File: src/rtl/modexp_job_sequencer_if.sv
// Stream bundle between the ciphertext source, the sequencer and the result consumer.
// A word moves on any rising edge where valid && ready; the source holds valid and data stable until then.
interface modexp_job_sequencer_if #(
    parameter int MSGW = 12
);
    logic            in_valid;
    logic [MSGW-1:0] in_data;
    logic            in_ready;
    logic            out_valid;
    logic [MSGW-1:0] out_data;
    logic            out_err;
    logic            out_ready;

    modport master (
        output in_valid, in_data, out_ready,
        input  in_ready, out_valid, out_data, out_err
    );

    modport slave (
        input  in_valid, in_data, out_ready,
        output in_ready, out_valid, out_data, out_err
    );
endinterface

File: src/rtl/modexp_job_sequencer.sv
// Feeds buffered ciphertext words one at a time into a modexp engine and returns
// each result, with zero-modulus and hung-job protection.
module modexp_job_sequencer #(
    parameter int FIFO_DEPTH = 4,
    parameter int TIMEOUT    = 4096,
    parameter int MSGW       = 12,
    parameter int KEYW       = 24
) (
    input  logic                         clk,
    input  logic                         rst,
    modexp_job_sequencer_if.slave        io,
    input  logic                         cfg_we,
    input  logic [KEYW-1:0]              cfg_key,
    input  logic [KEYW-1:0]              cfg_n,
    output logic                         cfg_ack,
    output logic [MSGW-1:0]              eng_msg,
    output logic [KEYW-1:0]              eng_key,
    output logic [KEYW-1:0]              eng_n,
    output logic                         eng_start,
    output logic                         eng_rst,
    input  logic                         eng_done,
    input  logic [MSGW-1:0]              eng_out,
    output logic                         busy,
    output logic [15:0]                  jobs_done,
    output logic [2:0]                   dbg_state
);
    localparam int AW   = $clog2(FIFO_DEPTH);
    localparam int CNTW = AW + 1;
    localparam int CW   = $clog2(TIMEOUT + 1);
    localparam logic [CNTW-1:0] FULL_CNT = CNTW'(FIFO_DEPTH);
    localparam logic [CW-1:0]   TMO_LAST = CW'(TIMEOUT - 1);

    typedef enum logic [2:0] {IDLE, ERRN, CLEAR, LAUNCH, WAIT} state_t;

    state_t          state, state_nx;
    logic [MSGW-1:0] mem [FIFO_DEPTH];
    logic [AW-1:0]   wr_ptr, rd_ptr;
    logic [CNTW-1:0] count;
    logic [CW-1:0]   tmo_cnt;
    logic [KEYW-1:0] key_q, n_q;
    logic            out_valid_q, out_err_q;
    logic [MSGW-1:0] out_data_q;
    logic            fifo_empty, push, pop, cfg_ok, timed_out;

    assign fifo_empty  = (count == '0);
    assign io.in_ready = (count != FULL_CNT);
    assign push        = io.in_valid && io.in_ready;
    // A pending result blocks the next launch, so a transfer cycle never pops.
    assign pop         = (state == IDLE) && !fifo_empty && !out_valid_q;
    assign cfg_ok      = cfg_we && (state == IDLE) && fifo_empty;
    assign timed_out   = (tmo_cnt == TMO_LAST);

    assign io.out_valid = out_valid_q;
    assign io.out_data  = out_data_q;
    assign io.out_err   = out_err_q;
    assign eng_key      = key_q;
    assign eng_n        = n_q;
    assign busy         = (state != IDLE) || !fifo_empty || out_valid_q;
    assign dbg_state    = state;

    always_comb begin
        state_nx  = state;
        eng_start = 1'b0;
        eng_rst   = 1'b1;
        case (state)
            IDLE:   if (pop) state_nx = (n_q == '0) ? ERRN : CLEAR;
            ERRN:   state_nx = IDLE;
            CLEAR:  state_nx = LAUNCH;
            LAUNCH: begin
                eng_start = 1'b1;
                eng_rst   = 1'b0;
                state_nx  = WAIT;
            end
            WAIT: begin
                eng_start = 1'b1;
                eng_rst   = 1'b0;
                if (eng_done || timed_out) state_nx = IDLE;
            end
            default: state_nx = IDLE;
        endcase
    end

    always_ff @(posedge clk) begin
        if (push) mem[wr_ptr] <= io.in_data;
    end

    always_ff @(posedge clk or posedge rst) begin
        if (rst) begin
            state       <= IDLE;
            wr_ptr      <= '0;
            rd_ptr      <= '0;
            count       <= '0;
            key_q       <= '0;
            n_q         <= '0;
            cfg_ack     <= 1'b0;
            out_valid_q <= 1'b0;
            out_data_q  <= '0;
            out_err_q   <= 1'b0;
            eng_msg     <= '0;
            jobs_done   <= '0;
            tmo_cnt     <= '0;
        end else begin
            state   <= state_nx;
            cfg_ack <= cfg_ok;
            if (cfg_ok) begin
                key_q <= cfg_key;
                n_q   <= cfg_n;
            end
            if (push) wr_ptr <= wr_ptr + 1'b1;
            if (pop) begin
                eng_msg <= mem[rd_ptr];
                rd_ptr  <= rd_ptr + 1'b1;
            end
            count <= count + CNTW'(push) - CNTW'(pop);

            if (state == LAUNCH)    tmo_cnt <= '0;
            else if (state == WAIT) tmo_cnt <= tmo_cnt + 1'b1;

            if (io.out_valid && io.out_ready) out_valid_q <= 1'b0;

            // eng_done is checked first so a finish on the last allowed cycle still counts as good.
            if (state == ERRN || (state == WAIT && !eng_done && timed_out)) begin
                out_valid_q <= 1'b1;
                out_data_q  <= '0;
                out_err_q   <= 1'b1;
                jobs_done   <= jobs_done + 1'b1;
            end else if (state == WAIT && eng_done) begin
                out_valid_q <= 1'b1;
                out_data_q  <= eng_out;
                out_err_q   <= 1'b0;
                jobs_done   <= jobs_done + 1'b1;
            end
        end
    end
endmodule

File: src/flat_wrapper.sv
// flat-port wrapper written by rule: the top's interface ports become plain ports
module modexp_job_sequencer_flat 
#(
    parameter int FIFO_DEPTH = 4,
    parameter int TIMEOUT    = 4096,
    parameter int MSGW       = 12,
    parameter int KEYW       = 24
)
  (clk, rst, cfg_we, cfg_key, cfg_n, cfg_ack, eng_msg, eng_key, eng_n, eng_start, eng_rst, eng_done, eng_out, busy, jobs_done, dbg_state, io_in_valid, io_in_data, io_out_ready, io_in_ready, io_out_valid, io_out_data, io_out_err);
  modexp_job_sequencer_if #(.MSGW(MSGW)) io_i ();
  input  logic clk;
  input  logic rst;
  input  logic cfg_we;
  input  logic [KEYW-1:0] cfg_key;
  input  logic [KEYW-1:0] cfg_n;
  output logic cfg_ack;
  output logic [MSGW-1:0] eng_msg;
  output logic [KEYW-1:0] eng_key;
  output logic [KEYW-1:0] eng_n;
  output logic eng_start;
  output logic eng_rst;
  input  logic eng_done;
  input  logic [MSGW-1:0] eng_out;
  output logic busy;
  output logic [15:0] jobs_done;
  output logic [2:0] dbg_state;
  input wire logic [$bits(io_i.in_valid)-1:0] io_in_valid;
  input wire logic [$bits(io_i.in_data)-1:0] io_in_data;
  input wire logic [$bits(io_i.out_ready)-1:0] io_out_ready;
  output wire logic [$bits(io_i.in_ready)-1:0] io_in_ready;
  output wire logic [$bits(io_i.out_valid)-1:0] io_out_valid;
  output wire logic [$bits(io_i.out_data)-1:0] io_out_data;
  output wire logic [$bits(io_i.out_err)-1:0] io_out_err;
  assign io_i.in_valid = io_in_valid;
  assign io_i.in_data = io_in_data;
  assign io_i.out_ready = io_out_ready;
  assign io_in_ready = io_i.in_ready;
  assign io_out_valid = io_i.out_valid;
  assign io_out_data = io_i.out_data;
  assign io_out_err = io_i.out_err;
  modexp_job_sequencer #(.FIFO_DEPTH(FIFO_DEPTH), .TIMEOUT(TIMEOUT), .MSGW(MSGW), .KEYW(KEYW)) u_core (.clk(clk), .rst(rst), .io(io_i), .cfg_we(cfg_we), .cfg_key(cfg_key), .cfg_n(cfg_n), .cfg_ack(cfg_ack), .eng_msg(eng_msg), .eng_key(eng_key), .eng_n(eng_n), .eng_start(eng_start), .eng_rst(eng_rst), .eng_done(eng_done), .eng_out(eng_out), .busy(busy), .jobs_done(jobs_done), .dbg_state(dbg_state));
endmodule
File: config.mk
export PLATFORM = sky130hd
export DESIGN_NAME = modexp_job_sequencer_flat
export DESIGN_NICKNAME = d
export VERILOG_FILES = /design/src/rtl/modexp_job_sequencer_if.sv /design/src/rtl/modexp_job_sequencer.sv /design/src/flat_wrapper.sv
export SDC_FILE = /design/constraint.sdc
export NUM_CORES = 1
export LEC_CHECK = 0
export ABC_AREA = 0
export BUFFER_PORTS_ARGS = -buffer_cell sky130_fd_sc_hd__buf_2
export CORE_MARGIN = 2
export CORE_UTILIZATION = 55
export CTS_BUF_LIST = sky130_fd_sc_hd__clkbuf_8
export DETAILED_ROUTE_END_ITERATION = 8
export HOLD_SLACK_MARGIN = 0.06
export PLACE_DENSITY_LB_ADDON = 0.2
export RECOVER_POWER = 100
export SYNTH_ARGS = -nofsm -noshare
export SYNTH_HDL_FRONTEND = slang
export SYNTH_SLANG_ARGS = --single-unit
File: constraint.sdc
create_clock -name clk -period 3.95 [get_ports clk]
set_clock_uncertainty 0.15 [all_clocks]
set_input_delay 0.395 -clock clk [delete_from_list [all_inputs] [get_ports clk]]
set_output_delay 0.395 -clock clk [all_outputs]
set_load 0.02 [all_outputs]
# Word level (Yosys, flattened, before mapping)

Memory sizes are Yosys's and may differ from the RTL's. A register that Yosys moved wholly into a read port is not among the register bits.
Index checks and enable logic that the tools add are counted.
Widths: inputs -> output; s select.

Add/subtract/negate cells: 6
Equality and inequality tests: 8
Multiplexer cells: 19
Reduce and logical (&&, ||, !) cells: 25

Operators with widths:

| kind                  | count |
|---|---|
| $mux 16               | 2 |
| $mux 13               | 2 |
| $logic_not 24->1      | 1 |
| $mux 12               | 2 |
| $add 16x1->16 const B | 1 |
| $add 13x1->13 const B | 1 |
| $eq 13x12->1 const B  | 1 |
| $pmux 3 s4            | 1 |
| $logic_and 1x1->1     | 9 |
| $mux 1                | 9 |
| $eq 3x2->1 const B    | 2 |
| $logic_not 3->1       | 2 |
| $mux 3                | 2 |
| $reduce_bool 3->1     | 2 |
| $add 2x1->2 const B   | 2 |
| $logic_or 1x1->1      | 4 |
| $ne 2x1->1 const B    | 2 |
| $reduce_bool 2->1     | 2 |
| $add 3x1->3           | 1 |
| $eq 3x1->1 const B    | 1 |
| $eq 3x3->1 const B    | 1 |
| $logic_not 1->1       | 3 |
| $ne 3x3->1 const B    | 1 |
| $sub 3x1->3           | 1 |
| 3 further kinds       | 3 |

Bits in registers: 102
RAM bits: 48
Input port bits: 78
Output and inout port bits: 98
Logic and storage cells: 71
Memories: 1

Memory list:

| name       | depth | bits a word | read ports | clocked after Yosys merged registers in | wr ports | line                       | RTL |
|---|---|---|---|---|---|---|---|
| u_core.mem | 4     | 12          | 1          | 1                                       | 1        | modexp_job_sequencer.sv:36 | `logic [MSGW-1:0] mem [FIFO_DEPTH];` |

# Logic depth before layout (Yosys ltp)

Gate-level depths: netlist (run 1).

Depth after elaboration: 6
Depth in mapped cells: 13

# Least setup slack after synthesis (run 1)

Ideal clock, no wire load.

Path type: reg2reg
From: register u_core.state[0], in the netlist u_core.dbg_state[0]
To: register u_core.count[2]
Arrival time: 2.612 ns
Data required time: 3.677 ns
Path slack: 1.065 ns
Cell stages (with the launch flop): 14
Clock period less this slack: 2.885 ns
Cell sequence: dfrtp_1 buf_6 or3_1 or3_1 buf_6 inv_6 buf_6 ha_1 inv_1 ha_1 inv_1 fa_1 xnor2_1 xnor2_1

Longest elaborated chain between the ends: 4

RTL lines:

| item                            | line                        | RTL |
|---|---|---|
| start: declaration              | modexp_job_sequencer.sv:35  | `state_t state, state_nx;` |
| start signal: assignment        | modexp_job_sequencer.sv:103 | `state <= state_nx;` |
| $logic_not 3->1                 | modexp_job_sequencer.sv:49  | `assign pop = (state == IDLE) && !fifo_empty && !out_valid_q;` |
| $logic_and 1x1->1 (2 in series) | modexp_job_sequencer.sv:49  |  |
| named net u_core.pop            | modexp_job_sequencer.sv:43  | `logic fifo_empty, push, pop, cfg_ok, timed_out;` |
| $sub 3x1->3                     | modexp_job_sequencer.sv:114 | `count <= count + CNTW'(push) - CNTW'(pop);` |
| end signal: assignment          | modexp_job_sequencer.sv:114 |  |
| end: declaration                | modexp_job_sequencer.sv:38  | `logic [CNTW-1:0] count;` |

The timed path passes the listed nets, and every way through them passes these cells.
A chain may end at the register's enable or synchronous reset.

# Final worst setup path (run 1)

From: register u_core.state[1], in the netlist u_core.dbg_state[1]
To: register u_core.count[2]

Longest elaborated chain between the ends: 4

RTL lines:

| item                            | line |
|---|---|
| $logic_not 3->1                 | modexp_job_sequencer.sv:49 |
| $logic_and 1x1->1 (2 in series) | modexp_job_sequencer.sv:49 |
| $sub 3x1->3                     | modexp_job_sequencer.sv:114 |

Every way passes these cells.

==> impl_metrics.yaml, run 1 <==
yosys:
  synthXorXnorAreaFrac_pct: 2.85
  synth_cells: 488
  synth_area_per_cell_sq_um: 13.8
  yosys_warnings: 0
  synthAdderAreaFrac_pct: 1.78
  synth_mux_area_share_pct: 12.8
  ys_seq_area_share_pct: 63.6
  synth_compound_area_share_pct: 5.28
  ys_seq_elements: 162
  ys_types: 50
  synthTopCellsByArea: "dfrtp_1 (42%), edfxtp_1 (21%), mux2_2 (6.7%)"
  synth.largest_area_cell: "dfrtp_1"
  syn_area_sq_um: 6760
  synth_top_cell_area_share_pct: 42.2
  synth_top_family_by_area: "multiplexers"
  yosys.area_share.simple_pct: 10.4
  synth_nets: 575
final_layout:
  seqCellArea_sq_um: 4290
  multi_input_area_sq_um: 2200
  final_cells: 896
  final_cell_mix: "clkbuf_1 (114), dfrtp_1 (114), dlygate4sd3_1 (75)"
  drive_gt1_share_pct: 19.9
  n_antenna_cell: 0
  area_delta_synth_final_pct: 28.0
  fillers: 872
  fin_nets: 823
worst_setup_path:
  worstPathArrival_ns: 3.41
  crit_slowest_cell: "or3_1"
  r2r_slack_ns: 0.76
  path_max_fanout: 15
  crit_chain: "or3_1 -> or3_1 -> inv_6 -> ha_1 -> inv_1 -> ha_1 -> inv_1 -> fa_1 -> xnor2_1 -> xnor2_1"
  r2r_start: "u_core.dbg_state[1]"
  crit_type: "reg2reg"
  critPathLaunchType: "register"
  endpoint_kind: "register"
  crit_start: "u_core.dbg_state[1]"
  slowest_delay_ns: 0.58
  cp.required_ns: 4.18
die:
  num_io_pins: 176
  core_sq_um: 12000
  placementRows: 40
  die_x_um: 115
  initial_core_util_pct: 56.2
  dieArea_sq_um: 13200
  die_height_um: 115
placement:
  dp_cells: 789
  port_buffers: 175
  gp_congestion: 0.759
  post-place-ws_ns: 0.774
  post-dp-hpwl_um: 10200
power_and_ir_drop:
  worst_ir_drop_vdd_mv: 0.483
  p_leak_nw: 3.70
  p_per_area_nw_per_um2: 720
drt:
  ant_nets: 0
  drtIter0Drc: 321
  wirelength_um: 16100
  routed_via_density: 5.46
  drc_errors: 0
  wl_per_cell_um: 17.9
  num_vias: 4891
  drtPass1Iterations: 4
sta:
  fmax_ghz: 0.314
  slew_headroom_pct: -57.6
  finalCriticalPeriod_ns: 3.19
  finalHoldViolations: 0
  period_share_pct: 80.7
  setup_viol: 0
  finalMaxSlewViolations: 63
  rsz0062_at_grt: "false"
  postLayoutSetupSlackWorst_ns: 0.760
  worst_pin_slew_ns: 2.36
  setup_tns_ns: 0
  whs_ns: 0.266
clock_tree:
  cts_tree: "done"
  clkTransAtPathRegs_ns: 0.08
  cts_max_level: 4
  numClockSinks: 162
  insertion_delay_ns: 0.46
  numCtsBuffers: 17
  clock_path_buffers: 2
  post-cts-setup-buffers: 0
  cts-root-buf: "clkbuf_8"
worst_hold_path:
  worst_hold_path_type: "in2reg"
  hold_start: "io_in_valid"
global_route:
  antenna_found_initial: 0
  grt_pass1_wl_um: 25800
  track_usage_pct: 25.8
  grt_max_degree: 63
  grt_pass1_vias: 5099
  grt_overflow: 0
outcome:
  failed_checks: "capacitance limit, slew limit"
  outcome: "finished, violations left"
run:
  maxCapViolations: 1
repair_timing:
action,4_1_cts,5_1_grt
resized for setup,0,0
hold endpoints to repair,170,0
hold buffers,75,0
per-stage QoR:
stage | utilization [%] | power (mW) | instance area, sq um
final | 72.0 | 6.22 | 8650
after global routing | 72.0 | 6.61 | 8650
after CTS | 73.6 | 6.40 | 8840
after detailed placement | 64.0 | 5.12 | 7690
after global placement | 64.0 | 5.02 | 7690
after floorplan | - | 4.36 | 6760
worst paths after layout:
path                       cells after the start                   end
max                                           10       u_core.count[2]
min                                            3      u_core.wr_ptr[0]
max reg2reg                                   10       u_core.count[2]
min reg2reg                                    1  u_core.jobs_done[15]
max in group asynchronous                      4      u_core.wr_ptr[1]
min in group asynchronous                      3     u_core.eng_key[8]
cell families (layout without fill, tap and decap cells):
logic type / after synthesis / in the layout
multiplexers: 62 / 62
XOR/XNOR: 22 / 22
adder cells (fa/ha/maj): 9 / 9
flip-flops: 162 / 162
AND/OR/NAND/NOR: 137 / 137
buffers and inverters: 40 / 301
AO/OA/AOI/OAI: 56 / 56
synthesized netlist by cell type, drive strengths merged:
library cell,count
o211ai,7
nor4b,1
fa,1
nor4,6
nand3,6
nand2b,1
or3b,1
nor3,3
nor2b,1
xor2,2
o21ai,14
a21o,1
o2111ai,8
a31oi,1
mux2i,1
mux4,12
o31ai,5
nand2,71
or3,2
and3,11
a21oi,15
o22ai,1
and4b,1
nand3b,1
a22o,1
nand4,7
and4,10
xnor2,20
mux2,49
ha,8
o21a,1
inv,15
and2,3
and3b,2
buf,19
clkbuf,6
edfxtp,48
dfrtp,114
a21boi,2
nor2,8
nor3b,2
power breakdown:
group	switching [mW]	total [mW]	internal [mW]	leakage, nW
registers	0.464	2.76	2.30	1.89
clock network	0.600	1.22	0.618	0.198
logic	1.40	2.24	0.845	1.61
layer usage:
layer	track usage, %	wire length, um	vias to the layer above
met1	31.0	6210	2427
met5	0	0	-
met4	10.9	454	0
li1	-	-	2259
met2	44.3	8550	167
met3	6.69	854	38
state kept, by name, indices dropped and copies added (netlist names):
signal,count
u_core.cfg_ack,1
u_core.count,3
u_core.dbg_state,3
u_core.eng_key,24
u_core.eng_msg,12
u_core.eng_n,24
u_core.io.out_data,12
u_core.io.out_err,1
u_core.io.out_valid,1
u_core.jobs_done,16
u_core.mem,48
u_core.rd_ptr,2
u_core.tmo_cnt,13
u_core.wr_ptr,2
layout make-up:
type / count / area share (%)
flip-flops and latches: 162 / 49.7
clock inverters: 15 / 1.95
repair buffers: 254 / 17.4
multi-input cells: 286 / 25.4
inverters: 15 / 0.709
well taps: 147 / 2.13
clock buffers: 17 / 2.71
worst max-delay path, delay by kind of cell, from the launching register on:
family        cells  cell delay [ns]
flops             1             0.52
simple gates      2             0.99
buf+inv           3             0.33
xor+xnor          2             0.37
fa+ha+maj         3             0.75
Note: power is estimated with default switching activity, not from simulation.
==> run 2: changes to the inputs <==
--- a/config.mk
+++ b/config.mk
@@ -8,7 +8,7 @@
 export ABC_AREA = 0
 export BUFFER_PORTS_ARGS = -buffer_cell sky130_fd_sc_hd__buf_2
 export CORE_MARGIN = 2
-export CORE_UTILIZATION = 55
+export CORE_UTILIZATION = 49
 export CTS_BUF_LIST = sky130_fd_sc_hd__clkbuf_8
 export DETAILED_ROUTE_END_ITERATION = 8
 export HOLD_SLACK_MARGIN = 0.06
==> constraint.sdc (replaced) <==
create_clock -name clk -period 2.7 [get_ports clk]
set_clock_uncertainty 0.15 [all_clocks]
set_input_delay 0.27 -clock clk [delete_from_list [all_inputs] [get_ports clk]]
set_output_delay 0.27 -clock clk [all_outputs]
set_load 0.02 [all_outputs]
==> impl_metrics.yaml, run 2 (synthesis gave the netlist of run 1 again) <==
outcome:
  outcome: "complete, no violations"
worst_setup_path:
  cp.required_ns: 2.92
  crit_slowest_cell: "dfrtp_1"
  path_max_fanout: 2
  slowest_delay_ns: 0.38
  worstPathArrival_ns: 2.79
  endpoint_kind: "register"
  crit_chain: "or3_1 -> or3_1 -> clkinvlp_2 -> ha_2 -> inv_1 -> ha_1 -> inv_2 -> fa_2 -> xnor2_1 -> xnor2_1"
  crit_type: "reg2reg"
  critPathLaunchType: "register"
clock_tree:
  clkTransAtPathRegs_ns: 0.08
  cts_tree: "done"
  cts_resized: 0
  insertion_delay_ns: 0.45
  clock_path_buffers: 2
  cts_max_level: 4
  cts-root-buf: "clkbuf_8"
  numCtsBuffers: 17
  numClockSinks: 162
sta:
  fmax_ghz: 0.388
  finalCriticalPeriod_ns: 2.58
  setup_viol: 0
  finalHoldViolations: 0
  slew_headroom_pct: 24.4
  worst_pin_slew_ns: 1.13
  whs_ns: 0.133
  rsz0062_at_grt: "false"
  setup_tns_ns: 0
  period_share_pct: 95.4
  finalMaxSlewViolations: 0
final_layout:
  largest_reg_flops: 48
  final_common_cell: "dfrtp_1"
  final_cell_mix: "dfrtp_1 (113), clkbuf_1 (111), dlygate4sd3_1 (75)"
  drive_gt1_share_pct: 21.8
  fin_nets: 832
  area_delta_synth_final_pct: 29.6
  post-route-util_pct: 65.6
  n_antenna_cell: 0
  largest_register: "u_core.mem"
drt:
  ant_nets: 0
  num_vias: 4851
  drtPass1Iterations: 4
  drtIter0Drc: 264
  wl_per_cell_um: 17.6
  routed_via_density: 5.19
  wirelength_um: 16400
  drc_errors: 0
global_route:
  antenna_found_initial: 0
  grt_pass1_vias: 5148
  grt_max_degree: 50
  grt_overflow: 0
  track_usage_pct: 23.5
  grt_pass1_wl_um: 26500
die:
  dieArea_sq_um: 14700
  die_x_um: 121
  core_sq_um: 13300
  initial_core_util_pct: 50.6
  num_io_pins: 176
  die_height_um: 121
  placementRows: 42
placement:
  port_buffers: 175
  gp_congestion: 0.792
  post-dp-hpwl_um: 10700
power_and_ir_drop:
  worst_ir_drop_vdd_mv: 0.567
  p_per_area_nw_per_um2: 1050
  p_leak_nw: 3.76
run:
  maxCapViolations: 0
worst_hold_path:
  worst_hold_path_type: "in2reg"
-- run 2: changes by cell type in the layout (fill, tap and decap cells not counted), moves of 2 or more --
cell	delta
clkinv_1	-2
clkinvlp_4	-2
clkbuf_8	+2
buf_4	+5
buf_2	+3
clkinvlp_2	+2
clkinv_4	-3
clkbuf_1	-3
clkbuf_2	+3
-- run 2: path summary, 6_finish.rpt --
check / start / slack (ns) / cells after the start / to
hold / removal: io_in_valid / 0.13 / 3 / u_core.wr_ptr[0]
max in group asynchronous: rst / 0.50 / 4 / u_core.cfg_ack
hold reg to reg: u_core.tmo_cnt[11] / 0.33 / 1 / u_core.tmo_cnt[11]
min in group asynchronous: rst / 0.44 / 3 / u_core.eng_msg[9]
setup reg to reg: u_core.dbg_state[1] / 0.12 / 10 / u_core.count[2]
setup / recovery: u_core.dbg_state[1] / 0.12 / 10 / u_core.count[2]
-- run 2: layout make-up --
type / count / area, sq um
Sequential cell: 162 / 4300
Clock inverter: 13 / 145
Multi-Input combinational cell: 286 / 2210
Clock buffer: 19 / 262
Fill cell: 1057 / 4590
Inverter: 15 / 58.8
Timing Repair Buffer: 263 / 1570
Tap cell: 176 / 220
-- run 2: worst max-delay path: cells and delay by family, from the launching register on --
kind / cells / cell delay (ns)
xor gates and xnor gates: 2 / 0.33
adders and majority gates: 3 / 0.74
buffers and inverters: 3 / 0.20
DFF: 1 / 0.38
and+or+nand+nor: 2 / 0.72
-- run 2: where the power goes --
part	switching (mW)	internal (mW)	leakage (nW)
Clock	0.863	0.950	0.221
Combinational	2.17	1.29	1.65
Sequential	0.571	3.37	1.89
Total	3.60	5.61	3.76
-- run 2: timing repair --
| action | CTS | global route |
|---|---|---|
| hold buffers | 75 | 0 |
| buffers inserted | 0 | 0 |
| endpoints found under the hold margin | 132 | 0 |
-- run 2: stage by stage --
stage / cell area (sq um) / worst slack, ns / power [mW] / std cells
2_1_floorplan: 6790 / -0.0916 / 6.43 / 488
3_3_place_gp: 7840 / 0.247 / 7.51 / 827
3_5_place_dp: 7840 / 0.213 / 7.66 / 827
4_1_cts: 8990 / 0.177 / 9.56 / 934
5_1_grt: 8760 / 0.0157 / 9.81 / 934
6_report: 8760 / 0.124 / 9.21 / 934
-- run 2: routing by layer --
layer / vias up / global-route usage, % / part of all wire, %
met5: - / 0 / 0
met2: 141 / 41.1 / 52
met1: 2393 / 27.6 / 39
met3: 41 / 5.08 / 4.6
li1: 2276 / - / -
met4: 0 / 11.1 / 3.7
==> run 3: changes to the inputs <==
--- a/config.mk
+++ b/config.mk
@@ -8,10 +8,12 @@
 export ABC_AREA = 0
 export BUFFER_PORTS_ARGS = -buffer_cell sky130_fd_sc_hd__buf_2
 export CORE_MARGIN = 2
-export CORE_UTILIZATION = 49
+export CORE_UTILIZATION = 46
 export CTS_BUF_LIST = sky130_fd_sc_hd__clkbuf_8
 export DETAILED_ROUTE_END_ITERATION = 8
+export GPL_TIMING_DRIVEN = 0
 export HOLD_SLACK_MARGIN = 0.06
+export MAX_ROUTING_LAYER = met4
 export PLACE_DENSITY_LB_ADDON = 0.2
 export RECOVER_POWER = 100
 export SYNTH_ARGS = -nofsm -noshare
==> impl_metrics.yaml, run 3 (synthesis gave the netlist of run 1 again) <==
final_layout:
  final_common_cell: "dfrtp_1"
  drive_gt1_share_pct: 27.0
  area_delta_synth_final_pct: 32.8
  post-route-util_pct: 62.2
  final_cell_mix: "dfrtp_1 (112), clkbuf_1 (99), buf_2 (92)"
  fin_nets: 852
  n_antenna_cell: 0
  largest_register: "u_core.mem"
  largest_reg_flops: 48
die:
  core_sq_um: 14400
  dieArea_sq_um: 15700
  num_io_pins: 176
  initial_core_util_pct: 46.8
  placementRows: 44
  die_height_um: 125
  die_x_um: 125
sta:
  finalMaxSlewViolations: 0
  fmax_ghz: 0.376
  setup_viol: 0
  rsz0062_at_grt: "true"
  whs_ns: 0.254
  finalCriticalPeriod_ns: 2.66
  worst_pin_slew_ns: 0.980
  period_share_pct: 98.4
  slew_headroom_pct: 34.3
  finalHoldViolations: 0
worst_setup_path:
  rr_worst_depth: 11
  r2r_start: "u_core.dbg_state[1]"
  worstPathArrival_ns: 2.83
  crit_type: "reg2reg"
  endpoint_kind: "register"
  crit_start: "u_core.dbg_state[1]"
  cp.required_ns: 2.88
  r2r_slack_ns: 0.04
  r2r_end: "u_core.count[2]"
  path_max_fanout: 3
  critPathLaunchType: "register"
drt:
  drtIter0Drc: 243
  drc_errors: 0
  ant_nets: 0
  routed_via_density: 5.22
  wl_per_cell_um: 16.9
  num_vias: 5017
  wirelength_um: 16200
  drtPass1Iterations: 4
clock_tree:
  numCtsBuffers: 17
  clkTransAtPathRegs_ns: 0.08
  clock_path_buffers: 2
  insertion_delay_ns: 0.44
  cts-root-buf: "clkbuf_8"
  cts_max_level: 4
  numClockSinks: 162
  cts_tree: "done"
power_and_ir_drop:
  worst_ir_drop_vdd_mv: 0.502
  p_per_area_nw_per_um2: 1040
  p_leak_nw: 3.92
global_route:
  grt_max_degree: 40
  grt_pass1_vias: 5272
  track_usage_pct: 22.0
  grt_pass1_wl_um: 26500
  antenna_found_initial: 0
  grt_overflow: 0
run:
  maxCapViolations: 0
worst_hold_path:
  worst_hold_path_type: "in2reg"
  hold_start: "io_in_valid"
  hold_end: "u_core.wr_ptr[0]"
  holdPathStages: 3
placement:
  gp_congestion: 0.848
  port_buffers: 175
  post-dp-hpwl_um: 10700
outcome:
  outcome: "complete, no violations"
-- run 3: changes by cell type in the layout (fill, tap and decap cells not counted), sizes merged --
cell,previous run,this run
buf,72,107
bufinv,3,2
clkbuf,135,119
clkinv,4,5
clkinvlp,3,5
inv,18,17
-- run 3: final cells by class --
class	count	area, sq um
multi-input cells	286	2270
flip-flops and latches	162	4300
well taps	184	230
plain buffers	23	143
fillers	1177	5450
inverters	15	70.1
clock inverters	14	124
repair buffers	260	1590
clock buffers	18	248
-- run 3: metrics by stage --
stage	setup slack [ns]	cell area (sq um)	power [mW]	std cells	TNS, ns
floorplan	-0.0916	6790	6.43	488	-0.118
global placement	-0.156	7900	7.59	847	-0.253
detailed placement	-0.189	7960	7.74	850	-0.286
CTS	0.00603	9100	9.56	958	0
global route	-0.0331	8970	9.97	962	-0.0331
finish	0.0432	8970	9.37	962	0
-- run 3: how the worst max path moves through the flow --
stage / end / slack, ns
floorplan: u_core.count[2] / -0.09
global placement: u_core.count[2] / -0.16
detailed placement: u_core.count[2] / -0.19
CTS: u_core.count[2] / 0.006
global route: u_core.count[2] / -0.03
finish: u_core.count[2] / 0.04
-- run 3: where the power goes --
part | internal, mW | total (mW) | leakage, nW | switching [mW]
clock | 0.823 | 1.67 | 0.189 | 0.845
combinational | 1.52 | 3.80 | 1.84 | 2.28
sequential | 3.37 | 3.90 | 1.89 | 0.535
-- run 3: repair_timing --
item	CTS	global route
hold buffers	75	0
setup endpoints to repair	2	1
hold endpoints to repair	155	0
setup buffers	2	5
pin swaps	0	4
gates resized for setup	3	1
-- run 3: per-layer routing --
layer  wire length [um]  global-route usage [%]  vias up  part of all wire (%)
met3                652                    4.32       39                   4.0
met1               6660                    25.2     2511                    41
met5                  0                       -        -                     0
met2               8440                    37.9      142                    52
met4                467                    8.89        0                   2.9
li1                   -                       -     2325                     -
-- run 3: critical path, cell delays in order, from the launching register on --
cell and delay [ns]:
dfrtp_1 0.41, or3_1 0.37, or3_1 0.39, buf_6 0.15, inv_12 0.05, ha_4 0.19
inv_2 0.05, ha_4 0.11, inv_2 0.03, fa_2 0.36, xnor2_2 0.14, xnor2_1 0.13
